--- src/rtl/netcope_remover.sv ---
// rtl/netcope_remover.sv - strips the NetCOPE header part from FrameLink frames (optional header export: NETCOPE_REMOVER_HDR_OUT_EN)
module netcope_remover #(
  parameter int DATA_WIDTH = 128,
  parameter int REM_WIDTH  = $clog2(DATA_WIDTH / 8),
  parameter int CNT_WIDTH  = 32
) (
  input  logic                  CLK,
  input  logic                  RESET_N,
  input  logic [DATA_WIDTH-1:0] RX_DATA,
  input  logic [REM_WIDTH-1:0]  RX_REM,
  input  logic                  RX_SOF_N,
  input  logic                  RX_EOF_N,
  input  logic                  RX_SOP_N,
  input  logic                  RX_EOP_N,
  input  logic                  RX_SRC_RDY_N,
  output logic                  RX_DST_RDY_N,
  output logic [DATA_WIDTH-1:0] TX_DATA,
  output logic [REM_WIDTH-1:0]  TX_REM,
  output logic                  TX_SOF_N,
  output logic                  TX_EOF_N,
  output logic                  TX_SOP_N,
  output logic                  TX_EOP_N,
  output logic                  TX_SRC_RDY_N,
  input  logic                  TX_DST_RDY_N,
  output logic [CNT_WIDTH-1:0]  FRAME_CNT,
  output logic [CNT_WIDTH-1:0]  ERR_CNT
`ifdef NETCOPE_REMOVER_HDR_OUT_EN
  ,
  output logic [DATA_WIDTH-1:0] HDR_DATA,
  output logic                  HDR_VLD
`endif
);

  localparam logic [1:0] S_HDR     = 2'd0;
  localparam logic [1:0] S_FIRST   = 2'd1;
  localparam logic [1:0] S_PAYLOAD = 2'd2;

  logic [1:0]            state_q, state_d;
  logic                  out_vld_q, out_vld_d;
  logic [DATA_WIDTH-1:0] out_data_q, out_data_d;
  logic [REM_WIDTH-1:0]  out_rem_q, out_rem_d;
  logic                  out_sof_n_q, out_sof_n_d;
  logic                  out_eof_n_q, out_eof_n_d;
  logic                  out_sop_n_q, out_sop_n_d;
  logic                  out_eop_n_q, out_eop_n_d;
  logic [CNT_WIDTH-1:0]  frame_cnt_q, frame_cnt_d;
  logic [CNT_WIDTH-1:0]  err_cnt_q, err_cnt_d;

  logic rx_rdy;
  logic rx_acc;
  logic tx_xfer;

  // Incoming SOF is never trusted: the output SOF is regenerated from the FSM.
  logic unused_rx_sof_n;
  assign unused_rx_sof_n = RX_SOF_N;

`ifdef NETCOPE_REMOVER_HDR_OUT_EN
  logic [DATA_WIDTH-1:0] hdr_data_q, hdr_data_d;
  logic                  hdr_vld_q, hdr_vld_d;
  logic                  hdr_first_q, hdr_first_d;
`endif

  // Handshake: header words bypass the output register, so S_HDR never stalls RX.
  always_comb begin
    rx_rdy  = (state_q == S_HDR) || !out_vld_q || !TX_DST_RDY_N;
    rx_acc  = !RX_SRC_RDY_N && rx_rdy;
    tx_xfer = out_vld_q && !TX_DST_RDY_N;
  end

  // Next-state: frame parsing FSM, output register load/drain and statistics.
  always_comb begin
    state_d     = state_q;
    out_vld_d   = out_vld_q;
    out_data_d  = out_data_q;
    out_rem_d   = out_rem_q;
    out_sof_n_d = out_sof_n_q;
    out_eof_n_d = out_eof_n_q;
    out_sop_n_d = out_sop_n_q;
    out_eop_n_d = out_eop_n_q;
    frame_cnt_d = frame_cnt_q;
    err_cnt_d   = err_cnt_q;

    // A drained register empties; a load below in the same cycle refills it.
    if (tx_xfer) begin
      out_vld_d = 1'b0;
    end

    case (state_q)
      S_HDR: begin
        // Header words are dropped without touching a pending output word.
        if (rx_acc && !RX_EOP_N) begin
          if (!RX_EOF_N) begin
            err_cnt_d = err_cnt_q + CNT_WIDTH'(1);
          end else begin
            state_d = S_FIRST;
          end
        end
      end
      S_FIRST, S_PAYLOAD: begin
        if (rx_acc) begin
          out_vld_d   = 1'b1;
          out_data_d  = RX_DATA;
          out_rem_d   = RX_REM;
          out_eof_n_d = RX_EOF_N;
          out_eop_n_d = RX_EOP_N;
          // The first payload word becomes the new start of frame and part.
          out_sof_n_d = (state_q == S_FIRST) ? 1'b0 : 1'b1;
          out_sop_n_d = (state_q == S_FIRST) ? 1'b0 : RX_SOP_N;
          state_d     = S_PAYLOAD;
          if (!RX_EOF_N) begin
            frame_cnt_d = frame_cnt_q + CNT_WIDTH'(1);
            state_d     = S_HDR;
          end
        end
      end
      default: begin
        state_d = S_HDR;
      end
    endcase
  end

  // State and output register, cleared asynchronously so a pending word is lost on reset.
  always_ff @(posedge CLK or negedge RESET_N) begin
    if (!RESET_N) begin
      state_q     <= S_HDR;
      out_vld_q   <= 1'b0;
      out_data_q  <= '0;
      out_rem_q   <= '0;
      out_sof_n_q <= 1'b1;
      out_eof_n_q <= 1'b1;
      out_sop_n_q <= 1'b1;
      out_eop_n_q <= 1'b1;
      frame_cnt_q <= '0;
      err_cnt_q   <= '0;
    end else begin
      state_q     <= state_d;
      out_vld_q   <= out_vld_d;
      out_data_q  <= out_data_d;
      out_rem_q   <= out_rem_d;
      out_sof_n_q <= out_sof_n_d;
      out_eof_n_q <= out_eof_n_d;
      out_sop_n_q <= out_sop_n_d;
      out_eop_n_q <= out_eop_n_d;
      frame_cnt_q <= frame_cnt_d;
      err_cnt_q   <= err_cnt_d;
    end
  end

`ifdef NETCOPE_REMOVER_HDR_OUT_EN
  // Header export: capture the first header word, pulse valid when a payload follows.
  always_comb begin
    hdr_data_d  = hdr_data_q;
    hdr_first_d = hdr_first_q;
    hdr_vld_d   = 1'b0;
    if (rx_acc && (state_q == S_HDR)) begin
      if (hdr_first_q) begin
        hdr_data_d = RX_DATA;
      end
      // The word after a header EOP starts a new header on the next frame.
      hdr_first_d = !RX_EOP_N;
      hdr_vld_d   = !RX_EOP_N && RX_EOF_N;
    end
  end

  // Header export registers.
  always_ff @(posedge CLK or negedge RESET_N) begin
    if (!RESET_N) begin
      hdr_data_q  <= '0;
      hdr_vld_q   <= 1'b0;
      hdr_first_q <= 1'b1;
    end else begin
      hdr_data_q  <= hdr_data_d;
      hdr_vld_q   <= hdr_vld_d;
      hdr_first_q <= hdr_first_d;
    end
  end

  assign HDR_DATA = hdr_data_q;
  assign HDR_VLD  = hdr_vld_q;
`endif

  assign RX_DST_RDY_N = !rx_rdy;
  assign TX_SRC_RDY_N = !out_vld_q;
  assign TX_DATA      = out_data_q;
  assign TX_REM       = out_rem_q;
  assign TX_SOF_N     = out_sof_n_q;
  assign TX_EOF_N     = out_eof_n_q;
  assign TX_SOP_N     = out_sop_n_q;
  assign TX_EOP_N     = out_eop_n_q;
  assign FRAME_CNT    = frame_cnt_q;
  assign ERR_CNT      = err_cnt_q;

endmodule

--- config.mk ---
export PLATFORM = sky130hd
export DESIGN_NAME = netcope_remover
export DESIGN_NICKNAME = d
export VERILOG_FILES = /design/src/rtl/netcope_remover.sv
export SDC_FILE = /design/constraint.sdc
export NUM_CORES = 1
export LEC_CHECK = 0
export CELL_PAD_IN_SITES_DETAIL_PLACEMENT = 0
export CELL_PAD_IN_SITES_GLOBAL_PLACEMENT = 1
export CORE_MARGIN = 4
export CORE_UTILIZATION = 33
export CTS_CLUSTER_DIAMETER = 200
export DETAILED_ROUTE_END_ITERATION = 10
export PLACE_DENSITY_LB_ADDON = 0.1
export SLEW_MARGIN = 25
export SYNTH_ARGS = -nofsm -noshare
export SYNTH_HDL_FRONTEND = slang
export SYNTH_SLANG_ARGS = --single-unit
--- constraint.sdc ---
create_clock -name CLK -period 2.65 [get_ports CLK]
set_input_delay 0.3975 -clock CLK [delete_from_list [all_inputs] [get_ports CLK]]
set_output_delay 0.3975 -clock CLK [all_outputs]
set_load 0.02 [all_outputs]
# Word level (Yosys, flattened, before mapping)
# Index checks and enable logic that the tools add are counted.
[op_classes]
n_bitwise = 1
mux = 10
add_sub_neg = 2
eq_ne = 5
n_reduce_logical = 16
[op_table]
columns = ["op", "count"]
rows = [
  ["adder 32 x 1 -> 32 bit (second input constant)", 2],
  ["AND reduction 3 bit", 3],
  ["two-way mux 2 bit", 4],
  ["zero test 1 bit", 5],
  ["two-way mux 1 bit", 5],
  ["!= test 2 bit (second input constant)", 2],
  ["case mux 2 bit (2 select lines)", 1],
  ["logical AND 1 bit", 3],
  ["equality test 2 x 1 -> 1 bit (second input constant)", 1],
  ["equality test 2 bit (second input constant)", 1],
  ["zero test 2 bit", 1],
  ["logical OR 1 bit", 2],
  ["!= test 2 x 1 -> 1 bit (second input constant)", 1],
  ["AND reduction 2 bit", 1],
  ["OR reduction 2 bit", 1],
  ["inverter 1 bit", 1],
]
[totals]
regBits = 203
output_inout_bits = 202
word_cells = 44
input_bits = 140

# Longest topological paths before layout
# Gate-level depths: netlist of run 1.
[logic_depth]
word_depth = 7
ltp_mapped = 9
depth_no_buf = 8

# Worst setup path before layout of run 1
# OpenSTA, ideal clock, no wires.
[synth_path]
path_type = "register to register"
from = "reg state_q[1]"
to = "reg err_cnt_q[31], in the netlist ERR_CNT[31]"
t_required_ns = 2.522
period_less_slack_ns = 2.377
arrival_time_ns = 2.248
slack_ns = 0.273
setup_ns = 0.128
stages_incl_launch_ff = 9
cell_sequence = "dfrtp_1 inv_1 ha_1 or4b_1 buf_2 or4_4 nor4_4 nand4_1 xnor2_1"
[synth_via]
elab_chain_cells = 6
[synth_rtl]
columns = ["item", "line_no", "source"]
rows = [
  ["start, declared", "38", "logic [1:0] state_q, state_d;"],
  ["start signal, assigned", "136", "state_q <= state_d;"],
  ["zero test 2 bit (*)", "65, 88", ""],
  ["logical OR 1 bit (2 in series)", "65", "rx_rdy = (state_q == S_HDR) || !out_vld_q || !TX_DST_RDY_N;"],
  ["logical AND 1 bit", "66", "rx_acc = !RX_SRC_RDY_N && rx_rdy;"],
  ["logical AND 1 bit", "91", "if (rx_acc && !RX_EOP_N) begin"],
  ["AND reduction 3 bit (no line) (*)", "-", ""],
  ["end signal, assigned", "145", "err_cnt_q <= err_cnt_d;"],
  ["end, declared", "47", "logic [CNT_WIDTH-1:0] err_cnt_q, err_cnt_d;"],
]
# Every way passes the cells marked *; elsewhere a longest branch is shown, timed or not.
# A chain may end at the register's enable or synchronous reset.

# Worst setup path after layout of run 1
[layout_path]
from = "reg state_q[0]"
to = "out RX_DST_RDY_N"
[layout_via]
elab_chain_cells = 4
[layout_rtl]
columns = ["item", "line_no", "source"]
rows = [
  ["zero test 2 bit", "65", ""],
  ["logical OR 1 bit (2 in series)", "65", ""],
  ["zero test 1 bit", "182", "assign RX_DST_RDY_N = !rx_rdy;"],
  ["end, declared", "16", "output logic RX_DST_RDY_N,"],
]
# No other way between the ends.

==> results of run 1 <==
## metal layers
metal	routed length, um	part of all wire
met1	8776	0.38
met2	11830	0.51
met3	2072	0.089
met4	624	0.027
met5	0	0
## how the worst max path moves through the flow
| stage | startpoint | end | slack [ns] | cells after the start |
|---|---|---|---|---|
| after CTS | state_q[0] | RX_DST_RDY_N | 0.12 | 6 |
| after detailed placement | RX_EOF_N | ERR_CNT[31] | -0.02 | 6 |
| after global routing | state_q[0] | RX_DST_RDY_N | 0.04 | 6 |
| after floorplan | state_q[1] | ERR_CNT[31] | 0.27 | 8 |
| after global placement | RX_EOF_N | ERR_CNT[31] | -0.03 | 6 |
| final | state_q[0] | RX_DST_RDY_N | 0.15 | 6 |
## final cells by class
type / count / area (um2) / share of cell area
clock inverters: 6 / 65.06 / 0.005067
multi-input cells: 343 / 2947 / 0.2295
inverters: 9 / 33.78 / 0.002631
clock buffers: 36 / 726.9 / 0.05661
well taps: 324 / 405.4 / 0.03157
flip-flops and latches: 203 / 5085 / 0.3960
repair buffers: 356 / 3578 / 0.2787
## state kept, by name, indices dropped and copies added, names as in the netlist
signal,cells
ERR_CNT,32
FRAME_CNT,32
TX_DATA,128
TX_EOF_N,1
TX_EOP_N,1
TX_REM,4
TX_SOF_N,1
TX_SOP_N,1
out_vld_q,1
state_q,2
## synthesized netlist by cell type (6+ instances only)
cell type,n
and3_1,15
clkbuf_1,12
dfrtp_1,199
ha_1,6
inv_1,9
mux2_2,135
nand2_1,32
nand3_1,25
nand4_1,14
nor2_1,13
xnor2_1,40
xor2_1,21
## power by group through the flow
stage,clock network [mW],logic (mW),registers [mW]
after floorplan,0,1.94,6.31
after global placement,0,6.49,4.92
after detailed placement,0,6.56,4.98
after CTS,3.38,6.59,4.96
after global routing,3.52,6.87,5.11
final,3.27,6.46,4.95
## kinds of logic after synthesis
logic type	after synthesis
flip-flops	203
multiplexers	136
AND/OR/NAND/NOR	135
XOR/XNOR	61
buffers and inverters	26
adder cells (fa/ha/maj)	6
AO/OA/AOI/OAI	5
## critical path, cell delays in order (launching register included)
cell,delay (ns)
dfrtp_1,0.38
inv_1,0.08
ha_1,0.21
buf_4,0.14
nand3b_1,0.21
inv_1,0.16
dlygate4sd2_1,0.41
## metrics by stage
stage | hold slack, ns | total power [mW] | cell area (um2) | setup TNS (ns) | setup slack, ns
final | 0.3734 | 14.68 | 12840 | 0 | 0.1508
after global routing | 0.3988 | 15.49 | 12840 | 0 | 0.03918
after CTS | 0.3716 | 14.93 | 12840 | 0 | 0.1171
after detailed placement | 0.3298 | 11.54 | 12040 | -0.03938 | -0.02319
after global placement | 0.3253 | 11.41 | 12040 | -0.02587 | -0.02587
after floorplan | 0.1019 | 8.250 | 8130 | 0 | 0.2733
## timing repair
item	in CTS	in global routing
endpoints found under the setup margin	1	0
gates resized for setup	1	0
hold buffers	1	0
hold endpoints to repair	30	0
==> out/qor.yml, run 1 <==
status:
  status: "complete, no violations"
final_layout:
  stdcell_count: 1277
  n_antenna_cell: 0
  drive_gt1_frac: 0.2099
  fill_cells: 2121
  final_cell_mix: "clkdlybuf4s50_1, dfrtp_1, mux2_2"
  areaGrowthSynthToFinish_pct: 57.94
  nets: 1084
  final_util: 0.5296
  final_common_cell: "clkdlybuf4s50_1"
sta:
  fin_worst_skew_ns: 0.009950
  slew_violations: 0
  setup_viol: 0
  max_slew_margin: 0.6287
  max_slew.worst_pin.slew_ns: 0.5492
  rsz0062_at_grt: "no"
  post-route-period-util: 0.9431
  period_minus_slack_ns: 2.499
  hold_viol_final: 0
  max_freq_ghz: 0.4001
floorplanning:
  initial_core_util: 0.3353
  rows: 57
  io_pins: 342
  dieArea_um2: 27210
  dieWidth_um: 165.0
  coreArea_um2: 24250
  die_height_um: 165.0
logic_synthesis:
  synth-simple-area-share: 0.09603
  synth_area_um2: 8130
  ys_async_sr_fraction: 1.000
  ys_top_cells_by_area: "dfrtp_1, mux2_2, xnor2_1"
  synth-warning-count: 0
  ys.flop_type: "dfrtp_1"
  synthDistinctLibCells: 36
  synth.top_cell.area_share: 0.6125
  synth-compound-area-share: 0.003232
  synthXorXnorAreaFrac: 0.06571
  syn_nets: 718
  synthCells: 572
  synth_area_per_cell_um2: 14.21
  synth-seq-cells: 203
  synth-edff-count: 0
  synth-adder-area-share: 0.009234
  synth.area.mux_share: 0.1882
  seq_area_frac_synth: 0.6254
  synth_top_family_by_area: "multiplexers"
  synth_top_area_cell: "dfrtp_1"
route:
  ant_nets: 0
  vias_per_cell: 4.601
  drtIter0Drc: 227
  num_vias: 5876
  dr.pass1.iters: 4
  remaining_drc_errors: 0
  drt-total-wl_mm: 23.30
  wl_per_cell_um: 18.25
grt:
  grt_max_degree: 81
  use_met3: 0.06339
  grt_pass1_wl_mm: 36.43
  track_usage: 0.1698
  grt_overflow: 0
  grt_pass1_vias: 6546
  grtUsageMet1: 0.2010
  grt_util_met2: 0.2896
  busiest_layer: "met2"
  antenna_found_initial: 0
worst_setup_path:
  cp.required_ns: 2.25
  critPathLaunchType: "register"
  regToRegStartpoint: "state_q[1]"
  cp_data_arrival_time_ns: 2.10
  rrSetupSlack_ns: 0.23
  end_kind: "output port"
  r2r_end: "ERR_CNT[31]"
  worstPathMaxFanout: 4
  critical_path_class: "register to output port"
  ff2ff_path_depth: 7
power_and_ir_drop:
  power_frac_clock: 0.223
  p_int_mw: 9.713
  p_switching_mw: 4.964
  comb_power_share: 0.440
  pwr-share-seq: 0.337
  leakage_nw: 5.485
  peakVddDrop_mv: 0.6678
  power_density_nw_per_um2: 1143
  swShare: 0.3382
clock_tree:
  cts_made_buffers: 25
  clkTransAtPathRegs_ns: 0.06
  root_buffer: "clkbuf_16"
  cts_setup_buffers: 0
  cts_tree: "done"
  clk-insertion-delay-late_ns: 0.51
  clock-sinks: 203
  htree_levels: 1
  clockBufferDepth: 3
run:
  cap_viol_max_count: 0
place:
  dp_cells: 1234
  hpwl_mm: 17.63
  gp_routability_congestion: 0.7686
  portBuffers: 340
hold_path:
  hold_class: "input pin to asynchronous set/reset pin"
Note: power is estimated with default switching activity, not from simulation.
==> run 2, diff against run 1 <==
Settings changed: CORE_UTILIZATION 33 to 49, DONT_BUFFER_PORTS from default to 1.
==> run 2 against run 1 <==
Net effect: die area fell by 31%; utilization rose by 4.3 points; combinational power fell by 64%; sequential power rose by 34%; critical path type is now register to register; sequential share of layout area rose by 16 points; highest routed layer is now met5; largest cell class unchanged; the run now ends with negative hold slack left.
==> out/qor.yml, run 2 (synthesis gave the netlist of run 1 again) <==
status:
  status: "finished, violations left"
  failed_checks: "negative hold slack"
sta:
  hold_viol_final: 203
  max_freq_ghz: 0.4015
  tns_ns: 0
  post-route-period-util: 0.9398
  fin_worst_skew_ns: 0.02003
  whs_ns: -0.3934
  setup_viol: 0
  max_slew.worst_pin.slew_ns: 0.5211
  max_slew_margin: 0.6477
  period_minus_slack_ns: 2.490
  slew_violations: 0
  rsz0062_at_grt: "no"
route:
  drt-total-wl_mm: 18.49
  ant_nets: 0
  drtIter0Drc: 188
  dr.pass1.iters: 4
  wl_per_cell_um: 22.55
  remaining_drc_errors: 0
  num_vias: 4514
  vias_per_cell: 5.505
floorplanning:
  dieArea_um2: 18720
  die_height_um: 136.8
  coreArea_um2: 16060
  initial_core_util: 0.5063
  dieWidth_um: 136.8
  rows: 46
  io_pins: 342
power_and_ir_drop:
  swShare: 0.3671
  leakage_nw: 4.133
  totalPowerFinal_mw: 12.04
  peakVddDrop_mv: 0.7257
  p_int_mw: 7.618
  p_switching_mw: 4.419
  pwr-share-seq: 0.552
  comb_power_share: 0.192
  power_density_nw_per_um2: 1309
  power_frac_clock: 0.256
final_layout:
  nets: 735
  postLayoutCellArea_um2: 9194
  stdcell_count: 820
  largest_reg_flops: 128
  areaGrowthSynthToFinish_pct: 13.08
  final_cell_mix: "dfrtp_1, mux2_2, xnor2_1"
  ff_latch_area_um2: 5085
  drive_gt1_frac: 0.3250
  fill_cells: 1321
  final_common_cell: "dfrtp_1"
  multi_input_area_um2: 2972
  final_util: 0.5725
worst_setup_path:
  cp_data_arrival_time_ns: 2.85
  r2r_end: "ERR_CNT[31]"
  regToRegStartpoint: "state_q[1]"
  ff2ff_path_depth: 7
  end_kind: "register"
  cp.required_ns: 3.01
  worstPathMaxFanout: 5
  rrSetupSlack_ns: 0.16
  crit_slowest_cell: "or4_4"
  worst_path_largest_cell_delay_ns: 0.57
  critPathLaunchType: "register"
  critPathCapture: "ERR_CNT[31]"
  crit_chain: "inv_2 -> ha_4 -> or4b_4 -> or4_4 -> nor4_4 -> nand4_1 -> xnor2_1"
  worstSetupStartpoint: "state_q[1]"
  critical_path_class: "register to register"
grt:
  grt_util_met2: 0.3204
  grt_overflow: 0
  busiest_layer: "met2"
  grtUsageMet1: 0.2134
  use_met3: 0.09338
  antenna_found_initial: 2
  track_usage: 0.1893
  grt_pass1_vias: 4858
  grt_pass1_wl_mm: 27.56
  grt_max_degree: 204
clock_tree:
  clockBufferDepth: 3
  clock-sinks: 203
  clk-insertion-delay-late_ns: 0.50
  root_buffer: "clkbuf_16"
  cts_made_buffers: 21
  htree_levels: 1
  cts_tree: "done"
  clkTransAtPathRegs_ns: 0.06
hold_path:
  hold_class: "input pin to asynchronous set/reset pin"
run:
  cap_viol_max_count: 0
place:
  portBuffers: 0
  post_dp_cell_area_um2: 8436
  dp_cells: 781
  hpwl_mm: 13.60
  gp_routability_congestion: 0.7323
run 2: cell types whose count changed in the layout (fill, tap and decap cells not counted), sizes merged:
cell           delta
buf               -4
bufinv            +3
clkbuf           -11
clkdlybuf4s50   -338
clkinv            +3
diode             +1
dlygate4sd2       -1
dlygate4sd3       -1
inv               -1
run 2: worst max-delay path: cells and delay by family (launching register included):
kind | cells | cell delay [ns]
XOR/XNOR | 1 | 0.15
buffers and inverters | 1 | 0.10
adder cells (fa/ha/maj) | 1 | 0.15
flip-flops | 1 | 0.39
AND/OR/NAND/NOR | 4 | 1.56
run 2: power groups by stage:
stage,logic [mW],registers (mW),clock network (mW)
global route,2.54,6.77,3.29
global placement,2.18,6.72,0
finish,2.31,6.64,3.08
floorplan,1.94,6.31,0
detailed placement,2.31,6.72,0
CTS,2.30,6.69,3.16
run 2: metal layers:
layer / share of wire / up-vias / routed length [um]
met2: 0.51 / 195 / 9458
met4: 0.017 / 4 / 313
li1: - / 2031 / -
met1: 0.35 / 2257 / 6424
met5: 0.0015 / - / 27
met3: 0.12 / 27 / 2264
run 2: metrics by stage:
step	hold WS (ns)	setup slack (ns)
after global routing	-0.4194	0.02965
after CTS	-0.4245	0.1442
after detailed placement	0.1066	0.1728
after global placement	0.1064	0.2243
after floorplan	0.1019	0.2733
final	-0.3934	0.1596
run 2: how the worst min path moves through the flow:
stage                     cells past startpoint            end  slack (ns)  startpoint
after floorplan                               0     ERR_CNT[0]        0.10     RESET_N
after global placement                        0    ERR_CNT[18]        0.11     RESET_N
after detailed placement                      0    ERR_CNT[18]        0.11     RESET_N
after CTS                                     0     state_q[0]       -0.42     RESET_N
after global routing                          0  FRAME_CNT[12]       -0.42     RESET_N
final                                         0    ERR_CNT[19]       -0.39     RESET_N
run 2: final cells by class:
type	count	share of cell area
clock buffer	26	0.06138
antenna	1	0.0002722
clock inverter	11	0.01728
timing repair buffer	11	0.01170
multi-input combinational	343	0.3232
sequential	203	0.5531
tap	216	0.02940
inverter	9	0.003674
run 2: what timing repair did:
action,in CTS,in global routing
setup endpoints to repair,0,3
resized for setup,0,6
hold endpoints to repair,203,203
buffers inserted,0,1
